`config.mk`:
```
export PLATFORM = sky130hd
export DESIGN_NAME = in_port_ctrl
export DESIGN_NICKNAME = d
export VERILOG_FILES = /design/src/rtl/inport_defs.sv /design/src/rtl/sync_ff.sv /design/src/rtl/in_port_ctrl.sv
export SDC_FILE = /design/constraint.sdc
export NUM_CORES = 1
export LEC_CHECK = 0
export CORE_ASPECT_RATIO = 1.25
export CORE_MARGIN = 10
export CORE_UTILIZATION = 35
export CTS_CLUSTER_DIAMETER = 40
export CTS_CLUSTER_SIZE = 12
export DETAILED_ROUTE_END_ITERATION = 10
export SYNTH_ARGS = -nofsm -noshare
export SYNTH_HDL_FRONTEND = slang
export SYNTH_HIERARCHICAL = 1
export SYNTH_SLANG_ARGS = --single-unit
export TNS_END_PERCENT = 10
```
`constraint.sdc`:
```
create_clock -name Clock -period 7.1 [get_ports Clock]
set_clock_uncertainty 0.1 [all_clocks]
set_input_delay 1.775 -clock Clock [delete_from_list [all_inputs] [get_ports Clock]]
set_output_delay 1.775 -clock Clock [all_outputs]
set_load 0.01 [all_outputs]
```
`src/rtl/inport_defs.sv`:
```
// rtl/inport_defs.sv - shared constants and FSM encoding for the input port controller
package inport_defs;

    localparam int DEF_WIDTH       = 32;
    localparam int DEF_DEPTH       = 4;
    localparam int DEF_SYNC_STAGES = 2;

    typedef enum logic [1:0] {
        IDLE       = 2'b00,
        ACK        = 2'b01,
        WAIT_SPACE = 2'b10
    } inport_state_e;

endpackage

```
`src/rtl/sync_ff.sv`:
```
// rtl/sync_ff.sv - N-stage single-bit synchronizer with asynchronous active-high clear
//
// Ports:
//   Clock - destination clock domain
//   Clear - asynchronous active-high reset, forces every stage to 0
//   d_i   - asynchronous input bit
//   q_o   - synchronized output, d_i delayed by N rising edges
module sync_ff #(
    parameter int N = 2
) (
    input  logic Clock,
    input  logic Clear,
    input  logic d_i,
    output logic q_o
);

    logic [N-1:0] sync_q;

    always_ff @(posedge Clock or posedge Clear) begin
        if (Clear) begin
            sync_q <= '0;
        end else begin
            sync_q <= {sync_q[N-2:0], d_i};
        end
    end

    assign q_o = sync_q[N-1];

endmodule

```
`src/rtl/in_port_ctrl.sv`:
```
// rtl/in_port_ctrl.sv - input port: 4-phase strobe/ack capture into a show-ahead FIFO
//
// Ports:
//   Clock        - system clock, rising edge
//   Clear        - asynchronous active-high reset
//   Ext_Data     - device data, stable while Ext_Strobe is high
//   Ext_Strobe   - device request, asynchronous to Clock
//   Ext_Ack      - registered acknowledge to the device
//   InPort_Out   - datapath control: drive bus and pop this cycle
//   InPort_Data  - head word (0 when empty)
//   InPort_Valid - FIFO not empty
//   InPort_Full  - FIFO holds DEPTH words
//   Underflow    - sticky pop-while-empty flag (only with INPORT_UNDERFLOW_EN)
//
// Optional feature macro: INPORT_UNDERFLOW_EN
module in_port_ctrl
    import inport_defs::*;
#(
    parameter int WIDTH       = DEF_WIDTH,
    parameter int DEPTH       = DEF_DEPTH,
    parameter int SYNC_STAGES = DEF_SYNC_STAGES
) (
    input  logic             Clock,
    input  logic             Clear,
    input  logic [WIDTH-1:0] Ext_Data,
    input  logic             Ext_Strobe,
    output logic             Ext_Ack,
    input  logic             InPort_Out,
    output logic [WIDTH-1:0] InPort_Data,
    output logic             InPort_Valid,
    output logic             InPort_Full
`ifdef INPORT_UNDERFLOW_EN
    ,
    output logic             Underflow
`endif
);

    localparam int             AW       = $clog2(DEPTH);
    localparam logic [AW:0]    FULL_CNT = (AW + 1)'(DEPTH);

    inport_state_e state_q, state_d;
    logic          ack_q, ack_d;
    logic [AW-1:0] wr_ptr_q, wr_ptr_d;
    logic [AW-1:0] rd_ptr_q, rd_ptr_d;
    logic [AW:0]   count_q, count_d;
    logic [WIDTH-1:0] mem_q [DEPTH];

    logic s_strobe;
    logic wr_en;
    logic pop;
    logic full;
    logic valid;

    sync_ff #(
        .N (SYNC_STAGES)
    ) u_strobe_sync (
        .Clock (Clock),
        .Clear (Clear),
        .d_i   (Ext_Strobe),
        .q_o   (s_strobe)
    );

    assign full  = (count_q == FULL_CNT);
    assign valid = (count_q != '0);
    // Pop is qualified by the registered count, so a word written this edge
    // into an empty FIFO cannot be popped until the following cycle.
    assign pop   = InPort_Out && valid;

    always_comb begin
        state_d = state_q;
        ack_d   = ack_q;
        wr_en   = 1'b0;
        unique case (state_q)
            IDLE: begin
                if (s_strobe) begin
                    if (!full) begin
                        wr_en   = 1'b1;
                        ack_d   = 1'b1;
                        state_d = ACK;
                    end else begin
                        state_d = WAIT_SPACE;
                    end
                end
            end
            WAIT_SPACE: begin
                // full is from the registered count, so space freed by a pop
                // is only seen one edge after that pop.
                if (!full) begin
                    wr_en   = 1'b1;
                    ack_d   = 1'b1;
                    state_d = ACK;
                end
            end
            ACK: begin
                if (!s_strobe) begin
                    ack_d   = 1'b0;
                    state_d = IDLE;
                end
            end
            default: begin
                ack_d   = 1'b0;
                state_d = IDLE;
            end
        endcase
    end

    always_comb begin
        wr_ptr_d = wr_ptr_q;
        rd_ptr_d = rd_ptr_q;
        count_d  = count_q;
        if (wr_en) begin
            wr_ptr_d = wr_ptr_q + AW'(1);
        end
        if (pop) begin
            rd_ptr_d = rd_ptr_q + AW'(1);
        end
        unique case ({wr_en, pop})
            2'b10:   count_d = count_q + (AW + 1)'(1);
            2'b01:   count_d = count_q - (AW + 1)'(1);
            default: count_d = count_q;
        endcase
    end

    always_ff @(posedge Clock or posedge Clear) begin
        if (Clear) begin
            state_q  <= IDLE;
            ack_q    <= 1'b0;
            wr_ptr_q <= '0;
            rd_ptr_q <= '0;
            count_q  <= '0;
        end else begin
            state_q  <= state_d;
            ack_q    <= ack_d;
            wr_ptr_q <= wr_ptr_d;
            rd_ptr_q <= rd_ptr_d;
            count_q  <= count_d;
        end
    end

    // Storage needs no reset: contents are only visible while count is nonzero.
    always_ff @(posedge Clock) begin
        if (wr_en) begin
            mem_q[wr_ptr_q] <= Ext_Data;
        end
    end

    assign Ext_Ack      = ack_q;
    assign InPort_Valid = valid;
    assign InPort_Full  = full;
    assign InPort_Data  = valid ? mem_q[rd_ptr_q] : '0;

`ifdef INPORT_UNDERFLOW_EN
    logic underflow_q;

    always_ff @(posedge Clock or posedge Clear) begin
        if (Clear) begin
            underflow_q <= 1'b0;
        end else if (InPort_Out && !valid) begin
            underflow_q <= 1'b1;
        end
    end

    assign Underflow = underflow_q;
`endif

endmodule

```
==> Word level (Yosys, flattened, before mapping) <==
Memories as Yosys holds them, arrays and structs flattened.
Cells that the tools add are included.
{ "op_classes": {"add_sub_neg": 4, "n_eq_ne": 8, "muxes": 16, "reduce_logical": 6} }
{ "ops": {"columns": ["cell", "count"], "rows": [
  ["two-way mux 32 bit", 1],
  ["two-way mux 2 bit", 4],
  ["two-way mux 1 bit", 7],
  ["one-hot mux 2 bit (3 select lines)", 1],
  ["one-hot mux 3 bit (2 select lines)", 1],
  ["adder 2 x 1 -> 2 bit, second input constant", 2],
  ["equality test 2 x 1 -> 1 bit, second input constant", 2],
  ["equality test 2 bit, second input constant", 2],
  ["inequality test 2 bit, second input constant", 2],
  ["adder 3 x 1 -> 3 bit, second input constant", 1],
  ["equality test 3 bit, second input constant", 1],
  ["one-hot mux 1 bit (3 select lines)", 1],
  ["AND reduction 3 bit", 1],
  ["nonzero test 3 bit", 1],
  ["subtractor 3 x 1 -> 3 bit, second input constant", 1],
  ["zero test 2 bit", 1],
  ["inequality test 2 x 1 -> 1 bit, second input constant", 1],
  ["one-hot mux 1 bit (2 select lines)", 1],
  ["AND reduction 2 bit", 1],
  ["nonzero test 2 bit", 1],
  ["logical AND 1 bit", 1]
]} }
{ "totals": {"register_bits": 12, "mem_bits_rw": 128, "output_inout_bits": 35, "mem_count": 1} }
{ "mem_list": {"columns": ["name", "words", "word_bits", "rd", "rd_ports_with_merged_regs", "wr", "line", "rtl"], "rows": [
  ["mem_q", 4, 32, 1, 0, 1, "in_port_ctrl.sv:46", "logic [WIDTH-1:0] mem_q [DEPTH];"]
]} }

==> Logic depth before layout (Yosys ltp) <==
{ "logic_depth": {"depth_word": 6, "depth_mapped": 10} }

==> By module <==
Netlist, hierarchy kept.
{ "modules_own_cells": {"columns": ["mod", "instances", "cells_each", "area_per_inst_um2"], "rows": [
  ["in_port_ctrl", 1, 253, 5440.2],
  ["sync_ff", 1, 3, 53.8]
]} }

==> Worst setup path before layout <==
OpenSTA, ideal clock, no wires.
{ "synth_path": {"kind": "register -> output", "start": "register count_q[0]", "end": "output port InPort_Data[11]", "arrival_ns": 1.281, "required_ns": 5.225, "setup_slack_ns": 3.944, "path_stages_with_launch": 5, "n_path_buf": 2, "path_cell_list": "dfrtp_1 -> or3_1 -> clkbuf_1 -> clkbuf_1 -> and2_1"} }
{ "synth_between": {"elab_chain_len": 2} }
{ "synth_lines": {"columns": ["element", "line", "rtl"], "rows": [
  ["start: declaration", "in_port_ctrl.sv:45", "logic [AW:0] count_q, count_d;"],
  ["start signal: assignment", "in_port_ctrl.sv:136", "count_q <= count_d;"],
  ["nonzero test 3 bit", "in_port_ctrl.sv:64", "assign valid = (count_q != '0);"],
  ["net InPort_Valid", "in_port_ctrl.sv:30", "output logic InPort_Valid,"],
  ["two-way mux 32 bit", "in_port_ctrl.sv:150", "assign InPort_Data = valid ? mem_q[rd_ptr_q] : '0;"],
  ["end: declaration", "in_port_ctrl.sv:29", "output logic [WIDTH-1:0] InPort_Data,"]
]} }
The timed path passes the listed nets, and every way through them passes these cells.

==> Worst setup path in the final report <==
{ "layout_path": {"start": "register rd_ptr_q[0]", "end": "output port InPort_Data[31]"} }
{ "layout_between": {"elab_chain_len": 2} }
{ "layout_lines": {"columns": ["element", "line", "rtl"], "rows": [
  ["start: declaration", "in_port_ctrl.sv:44", "logic [AW-1:0] rd_ptr_q, rd_ptr_d;"],
  ["start signal: assignment", "in_port_ctrl.sv:135", "rd_ptr_q <= rd_ptr_d;"],
  ["memory (4 x 32 bit)", null, null],
  ["two-way mux 32 bit", "in_port_ctrl.sv:150", null]
]} }
Every way passes these cells.

==> flow_summary.toml <==
[setup_path]
cp_max_fo = 26
crit_family = "buffers and inverters"
cp_cell_sequence = "buf_4 -> mux4_1 -> and2_1 -> clkdlybuf4s50_1"
cp.arrival_ns = 2.72
crit_type = "reg -> out"
cp-end-kind = "primary output"
slowest_stage = "mux4_1"
cp.required_ns = 5.22
cp_num_buf_inv = 2
cp-start-kind = "register"
cpPeakStageDelay_ns = 0.61

[finish]
syn2layout_area_growth_pct = 25.7
instances_no_fill = 559
final_layout_size_suffix_gt1_share_pct = 19.0
fillCellCount = 1355
final_util_pct = 44.5
num_antenna_cells = 0
nets = 376

[power_and_ir_drop]
p_per_area_mw_per_mm2 = 412
power_mw = 2.84
power.leakage_nw = 2.29
peakVddDrop_uv = 185

[floorplan]
rows = 51
coreArea_mm2 = 0.0155
dieArea_mm2 = 0.0211
fp.dieW_um = 132
ios = 71
die_height_um = 160
start_util_pct = 35.4

[yosys]
ys_seq_elements = 140
synth_cell_types = 26
synth_top_area_share_pct = 70.0
yosysSeqAreaShare_pct = 75.4
avgSynthCellArea_um2 = 21.5
synth_area_mm2 = 0.00549
syn_nets = 298
synth_top_cell_by_area = "edfxtp_1"
postSynthCellCount = 256
yosysWarnings = 6
yosys-top-cells-area = "edfxtp_1, mux4_2, dfrtp_1"

[global_route]
grt_pass1_vias = 2882
grt_usage_pct = 9.93
grt_max_degree = 36
grt_overflow_total = 0
grt_antenna_before_repair = 1
grt_pass1_wl_mm = 15.9

[clocking]
clock_latency_ns = 0.41
cts.clk_slew.worst_paths_ns = 0.05
cts-root-buf = "clkbuf_16"
cts_buffer_depth = 2
cts_buffers = 17
postCtsSetupBuffers = 0
hold_buffers = 0
cts_tree = "built"
cts_resized = 0
cts_sinks = 140
htree_levels = 4

[timing]
hold_violations = 0
setup_violations = 0
holdWs_ns = 0.256
fmax_mhz = 218
fin_crit_ns = 4.59
finalCritPeriodShare_pct = 64.7
setup_tns_ns = 0
tightest_slew_ns = 1.06
slew-limit-headroom_pct = 29.5
finalMaxSlewViolations = 0
rsz0062_at_grt = "no"

[routing]
drc = 0
vias = 2559
ant_nets = 0
first_pass_iters = 4
drt-wirelength-per-cell_um = 17.8
drt_iter0_markers = 92
routed_wl_mm = 9.94
vias_per_cell = 4.58

[placed_design]
io_buffers = 70
dp_hpwl_mm = 6.02
place_congestion = 0.679
place_inst = 527

[run_status]
status = "finished, final reports clean"

[job]
drv_cap = 0

[worst_hold_path]
hold_class = "reg -> reg"
[power breakdown]
part           total, mW  switching, mW  internal, mW
Clock              0.785          0.312         0.473
Combinational      0.926          0.381         0.545
Sequential          1.13         0.0904          1.04
Total               2.84          0.783          2.06
[cells in the mapped netlist]
| cell | count |
|---|---|
| inv_1 | 9 |
| a211oi_1 | 1 |
| nor2_1 | 3 |
| a311o_1 | 1 |
| clkinv_2 | 1 |
| edfxtp_1 | 128 |
| mux4_2 | 28 |
| or3_1 | 1 |
| and2_1 | 37 |
| or3b_4 | 1 |
| xnor2_1 | 3 |
| buf_6 | 1 |
| clkbuf_1 | 5 |
| buf_2 | 3 |
| mux4_1 | 4 |
| mux2_4 | 1 |
| fa_1 | 1 |
| nor2b_1 | 1 |
| nor3_1 | 1 |
| ha_1 | 5 |
| nand3_1 | 1 |
| buf_12 | 3 |
| xor2_1 | 3 |
| nor3_4 | 1 |
| mux2i_1 | 1 |
| dfrtp_1 | 12 |
[state kept, by name, summed over array words and instances, names as in the netlist]
name                  cells
count_q                   3
wr_ptr_q                  2
state_q                   2
u_strobe_sync/sync_q      2
mem_q                   128
Ext_Ack                   1
rd_ptr_q                  2
[kinds of logic (layout without fill, tap and decap cells)]
family	count (synthesis)	in the layout	share of synthesized area, %
xor gates and xnor gates	6	6	0.957
buffers and inverters	22	113	2.62
adders and majority gates	6	6	1.50
muxes	34	34	13.8
DFF	140	140	75.4
AOI/OAI and AO/OA	2	2	0.319
and+or+nand+nor	46	46	5.33
[cell usage in the layout, fill, tap and decap left out, types with 2 or more instances in the layout]
master             n
clkinv_1           4
and2_2             4
clkinvlp_4         3
clkbuf_16         17
xnor2_1            3
clkinv_2           5
dfrtp_2            2
nor2_1             3
clkdlybuf4s50_1   70
clkinv_4           2
dfrtp_1           10
and2_1            33
mux4_2            28
ha_1               5
edfxtp_1         128
xor2_1             3
inv_1              9
mux4_1             4
[through the flow]
| stage | setup WS [ns] | area [µm²] |
|---|---|---|
| global placement | 2.84 | 6370 |
| detailed placement | 2.85 | 6370 |
| global route | 2.29 | 6900 |
| finish | 2.51 | 6900 |
| CTS | 2.40 | 6900 |
| floorplan | 3.94 | 5490 |
[final timing paths]
check	start	to	slack [ns]	depth (start not counted)
setup / recovery	rd_ptr_q[0]	InPort_Data[31]	2.51	4
hold / removal	u_strobe_sync/sync_q[0]	u_strobe_sync/sync_q[1]	0.26	0
setup reg to reg	count_q[0]	count_q[2]	4.38	8
hold reg to reg	u_strobe_sync/sync_q[0]	u_strobe_sync/sync_q[1]	0.26	0
max in group asynchronous	Clear	rd_ptr_q[0]	5.01	2
min in group asynchronous	Clear	u_strobe_sync/sync_q[0]	1.43	2
[layout make-up]
type / instances / area [µm²] / area share [%]
tap: 212 / 265 / 3.84
clock buffer: 18 / 429 / 6.22
timing repair buffer: 71 / 708 / 10.3
multi-input combinational: 94 / 1210 / 17.5
inverter: 10 / 38.8 / 0.562
sequential: 140 / 4150 / 60.1
clock inverter: 14 / 105 / 1.52
[routing by layer]
metal	vias to the layer above	global-route usage, %	wire [µm]
li1	1165	-	-
met1	1319	10.2	3820
met2	58	17.1	5300
met3	15	4.49	649
met4	2	4.26	152
met5	-	0	20
Power figures use the tool's default switching activity.
